--- src/rtl/pix_rx_monitor_if.sv ---
// Pixel stream entering the sink-side monitor: 8-bit RGB plus 3-bit ctrl
// (ctrl[0]=hsync, ctrl[1]=vsync, ctrl[2]=de, all active-high).
interface pix_rx_monitor_if;
  logic [7:0] in_r;
  logic [7:0] in_g;
  logic [7:0] in_b;
  logic [2:0] in_c;

  modport master (output in_r, in_g, in_b, in_c);
  modport slave  (input  in_r, in_g, in_b, in_c);
endinterface

--- src/rtl/pix_rx_monitor.sv ---
// Sink-side monitor for the processed pixel stream. Recovers x/y from the
// ctrl bits, checks line/frame geometry, accumulates a bounding box and a
// count of green-keyed pixels, and publishes the results once per frame.
module pix_rx_monitor #(
  parameter int KEY_MARGIN = 32,
  parameter int MAX_W      = 1280,
  parameter int MAX_H      = 1024
) (
  input  logic                  clk,
  input  logic                  rst,
  pix_rx_monitor_if.slave       pix,
  output logic [10:0]           box_xmin,
  output logic [10:0]           box_xmax,
  output logic [10:0]           box_ymin,
  output logic [10:0]           box_ymax,
  output logic                  box_empty,
  output logic [20:0]           mark_cnt,
  output logic [10:0]           frm_width,
  output logic [10:0]           frm_height,
  output logic                  frm_err,
  output logic                  frm_valid
);

  localparam logic [9:0]  KEY_M   = 10'(KEY_MARGIN);
  localparam logic [10:0] W_LIMIT = 11'(MAX_W);
  localparam logic [10:0] H_LIMIT = 11'(MAX_H);
  localparam logic [10:0] XY_SAT  = 11'h7FF;
  localparam logic [20:0] CNT_SAT = 21'h1F_FFFF;

  typedef enum logic [1:0] {ST_SEEK, ST_BLANK, ST_LINE} state_t;

  // Bit order matches in_c so the port can be cast directly.
  typedef struct packed {
    logic de;
    logic vs;
    logic hs;
  } ctrl_t;

  // Everything that is rebuilt from scratch for every frame.
  typedef struct packed {
    logic [10:0] x;
    logic [10:0] y;
    logic [10:0] ref_w;
    logic        err;
    logic        any;
    logic [20:0] cnt;
    logic [10:0] xmin;
    logic [10:0] xmax;
    logic [10:0] ymin;
    logic [10:0] ymax;
  } acc_t;

  localparam acc_t ACC_CLR = '0;

  // Stage 1 signals
  ctrl_t      c_d1;
  logic       vs_d2, de_d2;
  logic       mark_d1;
  logic [9:0] r10, g10, b10;
  logic       key_hit;

  // Stage 2 signals
  state_t state_q, state_d;
  acc_t   acc_q, acc_n, acc_d;
  logic   vs_rise, de_fall, pix_ok, proto_err;
  logic   do_pix, do_close, publish, clear;

  // Result registers
  logic [10:0] box_xmin_q, box_xmax_q, box_ymin_q, box_ymax_q;
  logic        box_empty_q;
  logic [20:0] mark_cnt_q;
  logic [10:0] frm_width_q, frm_height_q;
  logic        frm_err_q;
  logic        pub_q, frm_valid_q;

  // Colour key: green must exceed both red and blue by the margin; widened
  // to 10 bits so the sum cannot wrap.
  assign r10     = {2'b00, pix.in_r};
  assign g10     = {2'b00, pix.in_g};
  assign b10     = {2'b00, pix.in_b};
  assign key_hit = (g10 >= r10 + KEY_M) && (g10 >= b10 + KEY_M);

  // Stage 1: register ctrl and the key decision, keep one more ctrl tap for edges.
  // NOTE: every register, including pipeline taps, is cleared by reset so the
  // first cycles after reset cannot fake a vsync or de edge.
  always_ff @(posedge clk or negedge rst) begin
    if (!rst) begin
      // NOTE: sequential state uses non-blocking assignments so all registers
      // update together from pre-edge values.
      c_d1    <= '0;
      vs_d2   <= 1'b0;
      de_d2   <= 1'b0;
      mark_d1 <= 1'b0;
    end else begin
      c_d1    <= ctrl_t'(pix.in_c);
      vs_d2   <= c_d1.vs;
      de_d2   <= c_d1.de;
      mark_d1 <= key_hit;
    end
  end

  assign vs_rise   = c_d1.vs & ~vs_d2;
  assign de_fall   = ~c_d1.de & de_d2;
  assign pix_ok    = c_d1.de & ~c_d1.vs;
  assign proto_err = c_d1.de & (c_d1.vs | c_d1.hs);

  // Stage 2: frame FSM next state plus accumulator update.
  always_comb begin
    // NOTE: every combinational output gets a default first; a path that
    // skips an assignment would otherwise infer a latch.
    state_d  = state_q;
    acc_n    = acc_q;
    do_pix   = 1'b0;
    do_close = 1'b0;
    publish  = 1'b0;
    clear    = 1'b0;

    unique case (state_q)
      ST_SEEK: begin
        // Mid-frame on entry: wait for a frame start, never publish this one.
        if (vs_rise) begin
          state_d = ST_BLANK;
          clear   = 1'b1;
        end
      end
      ST_BLANK: begin
        do_pix  = pix_ok;
        publish = vs_rise;
        if (pix_ok) state_d = ST_LINE;
      end
      ST_LINE: begin
        do_pix  = pix_ok;
        publish = vs_rise;
        if (de_fall || vs_rise) begin
          do_close = 1'b1;
          state_d  = ST_BLANK;
        end
      end
      default: state_d = ST_SEEK;
    endcase

    if (state_q != ST_SEEK && proto_err) acc_n.err = 1'b1;

    // Pixel at the current x; x is 0 whenever a line starts from BLANK.
    if (do_pix) begin
      acc_n.x = (acc_q.x == XY_SAT) ? XY_SAT : acc_q.x + 11'd1;
      if (mark_d1) begin
        acc_n.cnt = (acc_q.cnt == CNT_SAT) ? CNT_SAT : acc_q.cnt + 21'd1;
        if (!acc_q.any) begin
          acc_n.any  = 1'b1;
          acc_n.xmin = acc_q.x;
          acc_n.xmax = acc_q.x;
          acc_n.ymin = acc_q.y;
          acc_n.ymax = acc_q.y;
        end else begin
          if (acc_q.x < acc_q.xmin) acc_n.xmin = acc_q.x;
          if (acc_q.x > acc_q.xmax) acc_n.xmax = acc_q.x;
          if (acc_q.y > acc_q.ymax) acc_n.ymax = acc_q.y;
        end
      end
    end

    // Line close: the first line sets the reference width, later lines must match.
    if (do_close) begin
      if (acc_q.y == 11'd0)            acc_n.ref_w = acc_q.x;
      else if (acc_q.x != acc_q.ref_w) acc_n.err   = 1'b1;
      if (acc_q.x > W_LIMIT)           acc_n.err   = 1'b1;
      acc_n.y = (acc_q.y == XY_SAT) ? XY_SAT : acc_q.y + 11'd1;
      if (acc_n.y > H_LIMIT)           acc_n.err   = 1'b1;
      acc_n.x = 11'd0;
    end

    // The publish snapshot reads acc_n; the next frame starts from a clean slate.
    acc_d = (clear || publish) ? ACC_CLR : acc_n;
  end

  // Stage 2: FSM state and accumulators.
  always_ff @(posedge clk or negedge rst) begin
    if (!rst) begin
      state_q <= ST_SEEK;
      acc_q   <= ACC_CLR;
    end else begin
      state_q <= state_d;
      acc_q   <= acc_d;
    end
  end

  // Result registers load on the publish cycle; frm_valid follows one cycle later.
  always_ff @(posedge clk or negedge rst) begin
    if (!rst) begin
      box_xmin_q   <= '0;
      box_xmax_q   <= '0;
      box_ymin_q   <= '0;
      box_ymax_q   <= '0;
      box_empty_q  <= 1'b1;
      mark_cnt_q   <= '0;
      frm_width_q  <= '0;
      frm_height_q <= '0;
      frm_err_q    <= 1'b0;
      pub_q        <= 1'b0;
      frm_valid_q  <= 1'b0;
    end else begin
      pub_q       <= publish;
      frm_valid_q <= pub_q;
      if (publish) begin
        box_xmin_q   <= acc_n.any ? acc_n.xmin : 11'd0;
        box_xmax_q   <= acc_n.any ? acc_n.xmax : 11'd0;
        box_ymin_q   <= acc_n.any ? acc_n.ymin : 11'd0;
        box_ymax_q   <= acc_n.any ? acc_n.ymax : 11'd0;
        box_empty_q  <= ~acc_n.any;
        mark_cnt_q   <= acc_n.cnt;
        frm_width_q  <= acc_n.ref_w;
        frm_height_q <= acc_n.y;
        frm_err_q    <= acc_n.err;
      end
    end
  end

  assign box_xmin   = box_xmin_q;
  assign box_xmax   = box_xmax_q;
  assign box_ymin   = box_ymin_q;
  assign box_ymax   = box_ymax_q;
  assign box_empty  = box_empty_q;
  assign mark_cnt   = mark_cnt_q;
  assign frm_width  = frm_width_q;
  assign frm_height = frm_height_q;
  assign frm_err    = frm_err_q;
  assign frm_valid  = frm_valid_q;

endmodule
--- src/flat_wrapper.sv ---
// flat-port wrapper written by rule: the top's interface ports become plain ports
module pix_rx_monitor_flat 
#(
  parameter int KEY_MARGIN = 32,
  parameter int MAX_W      = 1280,
  parameter int MAX_H      = 1024
)
  (clk, rst, box_xmin, box_xmax, box_ymin, box_ymax, box_empty, mark_cnt, frm_width, frm_height, frm_err, frm_valid, pix_in_r, pix_in_g, pix_in_b, pix_in_c);
  pix_rx_monitor_if pix_i ();
  input  logic clk;
  input  logic rst;
  output logic [10:0] box_xmin;
  output logic [10:0] box_xmax;
  output logic [10:0] box_ymin;
  output logic [10:0] box_ymax;
  output logic box_empty;
  output logic [20:0] mark_cnt;
  output logic [10:0] frm_width;
  output logic [10:0] frm_height;
  output logic frm_err;
  output logic frm_valid;
  input wire logic [$bits(pix_i.in_r)-1:0] pix_in_r;
  input wire logic [$bits(pix_i.in_g)-1:0] pix_in_g;
  input wire logic [$bits(pix_i.in_b)-1:0] pix_in_b;
  input wire logic [$bits(pix_i.in_c)-1:0] pix_in_c;
  assign pix_i.in_r = pix_in_r;
  assign pix_i.in_g = pix_in_g;
  assign pix_i.in_b = pix_in_b;
  assign pix_i.in_c = pix_in_c;
  pix_rx_monitor #(.KEY_MARGIN(KEY_MARGIN), .MAX_W(MAX_W), .MAX_H(MAX_H)) u_core (.clk(clk), .rst(rst), .pix(pix_i), .box_xmin(box_xmin), .box_xmax(box_xmax), .box_ymin(box_ymin), .box_ymax(box_ymax), .box_empty(box_empty), .mark_cnt(mark_cnt), .frm_width(frm_width), .frm_height(frm_height), .frm_err(frm_err), .frm_valid(frm_valid));
endmodule
--- config.mk ---
export PLATFORM = sky130hd
export DESIGN_NAME = pix_rx_monitor_flat
export DESIGN_NICKNAME = d
export VERILOG_FILES = /design/src/rtl/pix_rx_monitor_if.sv /design/src/rtl/pix_rx_monitor.sv /design/src/flat_wrapper.sv
export SDC_FILE = /design/constraint.sdc
export NUM_CORES = 1
export LEC_CHECK = 0
export ABC_AREA = 1
export CELL_PAD_IN_SITES_DETAIL_PLACEMENT = 0
export CELL_PAD_IN_SITES_GLOBAL_PLACEMENT = 1
export CORE_MARGIN = 10
export CORE_UTILIZATION = 38
export DETAILED_ROUTE_END_ITERATION = 16
export PLACE_DENSITY_LB_ADDON = 0.1
export SETUP_SLACK_MARGIN = 0.2
export SLEW_MARGIN = 20
export SYNTH_ARGS = -nofsm -noshare
export SYNTH_HDL_FRONTEND = slang
export SYNTH_SLANG_ARGS = --single-unit
--- constraint.sdc ---
create_clock -name clk -period 1.7 [get_ports clk]
set_input_delay 0.255 -clock clk [delete_from_list [all_inputs] [get_ports clk]]
set_output_delay 0.255 -clock clk [all_outputs]
set_load 0.01 [all_outputs]
==> flow_summary.ini <==
[critical_path]
path_max_fanout = 3
timing.rr.start = u_core.state_q[1]
timing.rr.end = u_core.mark_cnt[11]
required_ns = 2.04
crit_type = reg -> reg
worstPathArrival_ns = 2.25
rrSetupSlack_ns = -0.21
worstRegToRegCells = 13
end_kind = flip-flop
startpoint_type = flip-flop

[cts]
root_buffer = clkbuf_16
clockBufferDepth = 2
clock_latency_ns = 0.44
clk_pin_slew_ns = 0.09
htreeDepth = 4
cts_sinks = 199
cts_buffers = 17
cts_tree = done

[status]
violations = negative setup slack
status = finished, violations left

[timing]
tightest_slew_ns = 0.391
skew_ns = 0.0128
fmax_ghz = 0.522
slew_violations = 0
fin_crit_sh_pct = 113
setup_viol = 183
setup_slack_ns = -0.214
period_minus_slack_ns = 1.91
fin_setup_tns_ns = -23.97
rsz0062_at_grt = true
slew_headroom_pct = 73.7
timing.hold.ws_ns = 0.241
hold_violations = 0

[place]
gp_congestion = 0.852
portBuffers = 118
place_hpwl_mm = 21.8

[logic_synthesis]
synthAdderAreaFrac_pct = 7.21
yosysWarnings = 0
synthXorXnorAreaFrac_pct = 2.61
synthesis.area_mm2 = 0.0101
synthMuxAreaShare_pct = 0
synth_top_family_by_area = simple AND/OR/NAND/NOR gates
yosys.area_share.simple_pct = 22.5
synthCells = 1212
synth-seq-cells = 199
syn-num-nets = 1299
syn_area_per_cell_um2 = 8.31
yosysSeqAreaShare_pct = 49.5
synth-compound-area-share_pct = 11.1
synth.distinct_cells = 41

[floorplan]
core.rowCount = 59
core_area_mm2 = 0.0261
start_util_pct = 38.6
die_w_um = 183
die_h_um = 183
io_pins = 119
die_area_mm2 = 0.0334

[min_path]
hold_path_depth = 1
min_from = pix_in_c[2]
hp-class = in -> reg
min_to = u_core.c_d1[2]

[finish]
fin_util_pct = 66.9
final_common_cell = dfrtp_1
nNetsFinal = 1657
layout_common_cells = dfrtp_1 (186), nand2_1 (179), buf_4 (151), inv_1 (93), clkdlybuf4s50_1 (86)
area.growth.synth_to_final_pct = 73.1
drive_gt1_share_pct = 44.9
diodes = 0

[route]
vias_per_cell = 5.06
wl_per_cell_um = 17.9
drc = 0
initialDrtViolationCount = 460
drtPass1Iterations = 5
wl_mm = 34.2
vias = 9697
ant_nets = 0

[global_route]
grt_usage_pct = 19.1
grt_pass1_wl_mm = 52.0
grt.overflow.total = 0
grt_pass1_vias = 9647
antenna_found_initial = 0
grt_max_degree = 48

[power]
ir_drop_mv = 0.770
p_per_area_mw_per_mm2 = 1190
leakagePower_nw = 8.33
total_power_w = 0.0207

[job]
cap_violations = 0
layout make-up:
cell class / count / area [um2]
clock inverter: 15 / 205
inverter: 137 / 574
timing repair inverter: 1 / 7.51
timing repair buffer: 382 / 4230
multi-input combinational: 832 / 6570
fill: 2027 / 8630
clock buffer: 17 / 425
tap: 335 / 419
sequential: 199 / 5000
worst max-delay path by stage:
stage | from | endpoint | slack (ns) | depth (start not counted)
CTS | u_core.acc_q[45] | u_core.mark_cnt[7] | -0.17 | 10
detailed placement | pix_in_r[5] | u_core.mark_d1 | -0.32 | 10
global route | u_core.acc_q[98] | u_core.box_xmin[0] | -0.30 | 10
finish | u_core.state_q[1] | u_core.mark_cnt[11] | -0.21 | 13
floorplan | u_core.acc_q[87] | u_core.box_ymax[0] | -0.04 | 12
global placement | pix_in_r[5] | u_core.mark_d1 | -0.34 | 10
per-stage QoR:
step	instances	worst slack, ns	instance area, um2
after detailed placement	1786	-0.320	13200
after global placement	1786	-0.336	13200
final	1918	-0.214	17400
after floorplan	1212	-0.0423	10600
after CTS	1883	-0.170	15800
after global routing	1918	-0.298	17400
sequential cells by signal, summed over array words and instances (netlist names):
register	cells
u_core.box_ymin	11
u_core.frm_width	11
u_core.pub_q	1
u_core.frm_height	11
u_core.mark_d1	1
u_core.frm_err	1
u_core.de_d2	1
u_core.box_ymax	11
u_core.c_d1	3
u_core.acc_q	100
u_core.frm_valid	1
u_core.mark_cnt	21
u_core.state_q	2
u_core.box_xmax	11
u_core.vs_d2	1
u_core.box_empty	1
u_core.box_xmin	11
cell families (layout without fill, tap and decap cells):
logic type,after synthesis,count (layout)
XOR/XNOR,30,30
AO/OA/AOI/OAI,212,212
AND/OR/NAND/NOR,530,532
adder cells (fa/ha/maj),58,58
buffers and inverters,183,552
flip-flops,199,199
critical path, cell delays in order, from the launching register on:
cell     delay [ns]
dfrtp_1        0.39
inv_2          0.07
ha_4           0.27
inv_4          0.04
nor2_8         0.08
nand2_4        0.08
buf_4          0.16
nor2_4         0.11
nand2_4        0.09
nor3_4         0.15
nand2_1        0.09
nand2_2        0.11
nand3_2        0.07
o21a_1         0.11
synth_stat cells:
master     count  area, um2
nand3_1       74        370
a221oi_1       1       8.76
nor2_1       146        548
o2111ai_1      2       17.5
nand3_2        1       10.0
a31oi_1        1       6.26
xnor2_1       13        114
nor2_2         5       31.3
buf_6          1       11.3
o21ai_0       60        300
buf_4          1       7.51
clkbuf_1      30        113
a211oi_1       1       7.51
nor3_1        11       55.1
nand2_1      251        942
a31o_2         1       8.76
o21ai_1       74        370
dfrtp_1      198       4950
ha_1          58        726
nand4_1       26        163
nor3_2         3       30.0
o21bai_1       1       7.51
buf_2         13       65.1
inv_4          1       6.26
o22ai_1        8       50.1
nand2_4        2       22.5
nand3b_1       3       22.5
a21oi_1       53        265
nor2_8         1       20.0
dfstp_2        1       26.3
nor2_4         1       11.3
inv_2         15       56.3
o21a_1         8       60.1
o31ai_1        1       7.51
xor2_1        17        149
clkinv_1       1       3.75
o2bb2ai_1      1       8.76
nand2_2        2       12.5
buf_1          1       3.75
nor4_1         4       25.0
inv_1        120        450
layer usage:
layer  GRT usage, %  vias up  wire length (um)
met1           25.9     4737             15300
met5              0        -                 0
li1               -     4708                 -
met2           30.5      199             16700
met4           5.49        0               753
met3           3.70       53              1500
where the power goes:
part	total [W]	switching, W	internal [W]
registers	0.00601	0.000496	0.00552
logic	0.0103	0.00532	0.00493
clock network	0.00440	0.00212	0.00228
what timing repair did:
item,4_1_cts,5_1_grt
resized for setup,328,300
pin swaps,95,129
hold buffers,1,0
setup buffers,50,19
cloned,14,16
endpoints found under the setup margin,280,281
endpoints found under the hold margin,31,0
Power figures use the tool's default switching activity.
